## src/rtl/arb_mux.sv

```systemverilog
// ============================================================================
// Module   : arb_mux
// Purpose  : N-channel arbitrating mux (fixed priority or round-robin) with a
//            registered valid/ready output stage.
// Revision : 1.0 - initial release
// ============================================================================
`default_nettype none

module arb_mux #(
    parameter int WIDTH = 32,
    parameter int N     = 2,
    parameter int RR    = 0,
    parameter int SELW  = $clog2(N)
) (
    input  logic                 clk,
    input  logic                 rst,
    input  logic [N*WIDTH-1:0]   in_data,
    input  logic [N-1:0]         in_valid,
    output logic [N-1:0]         in_ready,
    output logic [WIDTH-1:0]     out_data,
    output logic                 out_valid,
    input  logic                 out_ready,
    output logic [SELW-1:0]      out_sel
);

    localparam logic [SELW-1:0] c_last = SELW'(N - 1);
    localparam logic [SELW-1:0] c_one  = SELW'(1);

    logic                r_out_valid_q;
    logic [WIDTH-1:0]    r_out_data_q;
    logic [SELW-1:0]     r_out_sel_q;
    logic [SELW-1:0]     r_ptr_q;

    logic                w_out_valid_d;
    logic [WIDTH-1:0]    w_out_data_d;
    logic [SELW-1:0]     w_out_sel_d;
    logic [SELW-1:0]     w_ptr_d;

    logic                w_load;
    logic                w_any;
    logic                w_take;
    logic [SELW-1:0]     w_base;
    logic [SELW-1:0]     w_grant;
    logic [WIDTH-1:0]    w_sel_data;
    int                  w_idx;

    assign w_load = !r_out_valid_q || out_ready;
    assign w_base = (RR != 0) ? r_ptr_q : '0;

    // Search downward from the farthest offset so the nearest valid channel
    // (relative to the base) is the last one written and therefore wins.
    always_comb begin
        w_any   = 1'b0;
        w_grant = '0;
        w_idx   = 0;
        for (int k = N - 1; k >= 0; k--) begin
            w_idx = int'(w_base) + k;
            if (w_idx >= N) begin
                w_idx = w_idx - N;
            end
            if (in_valid[w_idx]) begin
                w_any   = 1'b1;
                w_grant = SELW'(w_idx);
            end
        end
    end

    assign w_take     = w_load && w_any && !rst;
    assign w_sel_data = in_data[int'(w_grant)*WIDTH +: WIDTH];

    always_comb begin
        in_ready = '0;
        if (w_take) begin
            in_ready[w_grant] = 1'b1;
        end
    end

    always_comb begin
        w_out_valid_d = r_out_valid_q;
        w_out_data_d  = r_out_data_q;
        w_out_sel_d   = r_out_sel_q;
        w_ptr_d       = r_ptr_q;
        if (w_load) begin
            if (w_any) begin
                w_out_valid_d = 1'b1;
                w_out_data_d  = w_sel_data;
                w_out_sel_d   = w_grant;
                if (RR != 0) begin
                    w_ptr_d = (w_grant == c_last) ? '0 : w_grant + c_one;
                end
            end else begin
                w_out_valid_d = 1'b0;
            end
        end
    end

    always_ff @(posedge clk or posedge rst) begin
        if (rst) begin
            r_out_valid_q <= 1'b0;
            r_out_data_q  <= '0;
            r_out_sel_q   <= '0;
            r_ptr_q       <= '0;
        end else begin
            r_out_valid_q <= w_out_valid_d;
            r_out_data_q  <= w_out_data_d;
            r_out_sel_q   <= w_out_sel_d;
            r_ptr_q       <= w_ptr_d;
        end
    end

    assign out_valid = r_out_valid_q;
    assign out_data  = r_out_data_q;
    assign out_sel   = r_out_sel_q;

endmodule

`default_nettype wire

```

## config.mk

```make
export PLATFORM = sky130hd
export DESIGN_NAME = arb_mux
export DESIGN_NICKNAME = d
export VERILOG_FILES = /design/src/rtl/arb_mux.sv
export SDC_FILE = /design/constraint.sdc
export NUM_CORES = 1
export LEC_CHECK = 0
export ABC_AREA = 1
export CORE_MARGIN = 3
export CORE_UTILIZATION = 34
export DETAILED_ROUTE_END_ITERATION = 12
export GPL_TIMING_DRIVEN = 1
export HOLD_SLACK_MARGIN = 0.15
export PLACE_DENSITY = 0.85
export SLEW_MARGIN = 20
export SYNTH_ARGS = -nofsm -noshare
export SYNTH_HDL_FRONTEND = slang
export SYNTH_SLANG_ARGS = --single-unit
```

## constraint.sdc

```tcl
create_clock -name clk -period 1.05 [get_ports clk]
set_input_delay 0.1575 -clock clk [delete_from_list [all_inputs] [get_ports clk]]
set_output_delay 0.1575 -clock clk [all_outputs]
set_load 0.02 [all_outputs]
```

==> impl_metrics.ini <==
[clock_network]
htree_num_levels = 2
numCtsBuffers = 5
cts_buffer_depth = 2
holdBufCountCts = 0
cts_tree = done
clk_pin_slew_ns = 0.07
root_buffer = clkbuf_8
clk_latency_ns = 0.27
numClockSinks = 34

[sta]
setup_viol = 36
max_slew.worst_pin.slew_ns = 0.223
drv_slew = 0
fin_crit_sh = 1.19
slew_headroom = 0.852
clock.fmax_mhz = 797
skew_ns = 0.00295
rsz0062_at_grt = yes
finalHoldViolations = 0
fin_ws_ns = -0.204
period_needed_ns = 1.25

[place]
place_congestion = 0.739
post-dp-hpwl_microns = 4240
port_buffers = 104
placed_area_sq_um = 3090

[final_layout]
syn_to_final_growth_pct = 73.2
fin_area_sq_um = 3140
final_common_cell = nand2_1
drive_above_1_share = 0.215
layout_common_cells = nand2_1 (163), clkdlybuf4s50_1 (66), dfrtp_1 (33), buf_2 (33), nand3_1 (32)
antenna-diode-count = 0
layout.nets = 449

[synthesis]
ys_top_cells_by_area = dfrtp_1 (47%), nand2_1 (34%), nand3_1 (9.1%), buf_2 (3.3%), buf_8 (1.7%)
ys_warn_count = 0
netlist_area_sq_um = 1810
avgSynthCellArea_sq_um = 7.03
ys_ff_latch = 34
synth_cell_types = 15
netlist.area_leader.share = 0.469
syn_inst = 258
yosysTopAreaCell = dfrtp_1
synth_fp_nets = 327
synth_seq_area_share = 0.469

[hold_path]
min_from = in_valid[0]
hold_path_depth = 4
worstHoldPathType = in2reg

[routing]
first_pass_iters = 4
post_drt_via_cell_ratio = 4.53
drt-initial-drc-count = 75
remaining_drc_errors = 0
vias = 2028
drt_wl_total_microns = 5680
wl_per_cell_microns = 12.7
ant_nets = 0

[critical_path]
cp_data_required_time_ns = 0.89
worstSetupStartpointType = primary input
arrival_ns = 1.10
crit_family = buffers and inverters
critPathLaunch = out_ready
crit_chain = clkdlybuf4s50_1, inv_1, nand2_4, nand3_4, nor2_4, buf_6
max_stage_delay_ns = 0.49
criticalPathCategory = in2out
worstSetupPathDepth = 6
cp-end-kind = output port
r2r_cells = 7
cp_slowest_cell = clkdlybuf4s50_1
worst-path-buf-inv = 3
crit_path_max_fanout = 2
r2r-start = out_valid$_DFFE_PP0P_

[global_routing]
antenna_found_initial = 0
grt_usage = 0.179
grt_pass1_wl_microns = 8900
grt_overflow = 0
grt_max_degree = 22
grt_pass1_vias = 1952

[die]
die_height_microns = 79.0
core_area_sq_um = 4940
die-area_sq_um = 6240
start_util = 0.367
rows = 25
die_width_microns = 79.0
ios = 105

[pwr]
p_leak_nw = 1.70
p_total_mw = 4.04
peakVddDrop_mv = 0.580
power_density_nw_per_um2 = 1290

[run]
max_cap_violations = 0

[outcome]
violations = setup timing
outcome = finished with violations
flip-flops by register name, indices dropped and copies added (netlist names):
name	flops
out_data	32
out_sel	1
out_valid	1
routing by layer:
metal	vias to the layer above	GRT usage	share of wire
li1	1039	-	-
met1	912	0.209	0.41
met2	69	0.313	0.51
met3	8	0.0578	0.070
met4	0	0.0515	0.012
met5	-	0	0
cell type report:
type / instances / area (sq um)
Inverter: 4 / 17.5
Fill cell: 474 / 1800
Tap cell: 67 / 83.8
Timing Repair Buffer: 131 / 1200
Multi-Input combinational cell: 204 / 878
Clock buffer: 8 / 110
Sequential cell: 34 / 852
worst reg2reg max path: cells and delay by family (launching register included):
family / cells / cell delay, ns
buf+inv: 3 / 0.37
simple gates: 4 / 0.32
flops: 1 / 0.44
logic make-up (layout without fill, tap and decap cells):
family | Yosys count | after routing | share of synthesized area
AOI/OAI and AO/OA | 1 | 1 | 0.00897
DFF | 34 | 34 | 0.469
buffers and inverters | 20 | 143 | 0.0683
and+or+nand+nor | 203 | 203 | 0.453
cells in the mapped netlist:
cell and number:
buf_2 12, buf_4 1, buf_6 1, buf_8 2
dfrtp_1 34, inv_1 3, inv_2 1, nand2_1 164
nand2_4 1, nand3_1 33, nor2_1 2, nor2_2 1
nor2_4 1, nor3_1 1, o21ai_4 1
stage by stage:
stage | hold WS (ns) | utilization | TNS [ns] | setup WS (ns) | cells
final | 0.341 | 0.635 | -4.01 | -0.204 | 448
after global routing | 0.360 | 0.635 | -6.04 | -0.241 | 448
after CTS | 0.432 | 0.619 | -6.26 | -0.217 | 444
after detailed placement | 0.464 | 0.626 | -19.97 | -0.711 | 435
after global placement | 0.459 | 0.626 | -18.18 | -0.667 | 435
after floorplan | 0.273 | - | 0 | 0.0112 | 258
power breakdown:
part	switching [mW]	internal [mW]
logic	0.716	0.637
clock network	0.433	0.662
registers	0.0940	1.49
total	1.24	2.79
repair_timing:
item                       4_1_cts  5_1_grt
buffers inserted                 1        3
setup endpoints to repair       69       36
cloned                           0        1
gates resized for setup        149        8
pin swaps                        1        0
final timing paths:
kind	endpoint	slack, ns
min	out_valid$_DFFE_PP0P_	0.34
max in group asynchronous	out_valid$_DFFE_PP0P_	0.47
max	in_ready[1]	-0.20
max reg2reg	out_data[28]$_DFFE_PP0P_	-0.13
min in group asynchronous	out_data[18]$_DFFE_PP0P_	0.45
min reg2reg	out_data[3]$_DFFE_PP0P_	0.48
Note: power is estimated with default switching activity, not from simulation.
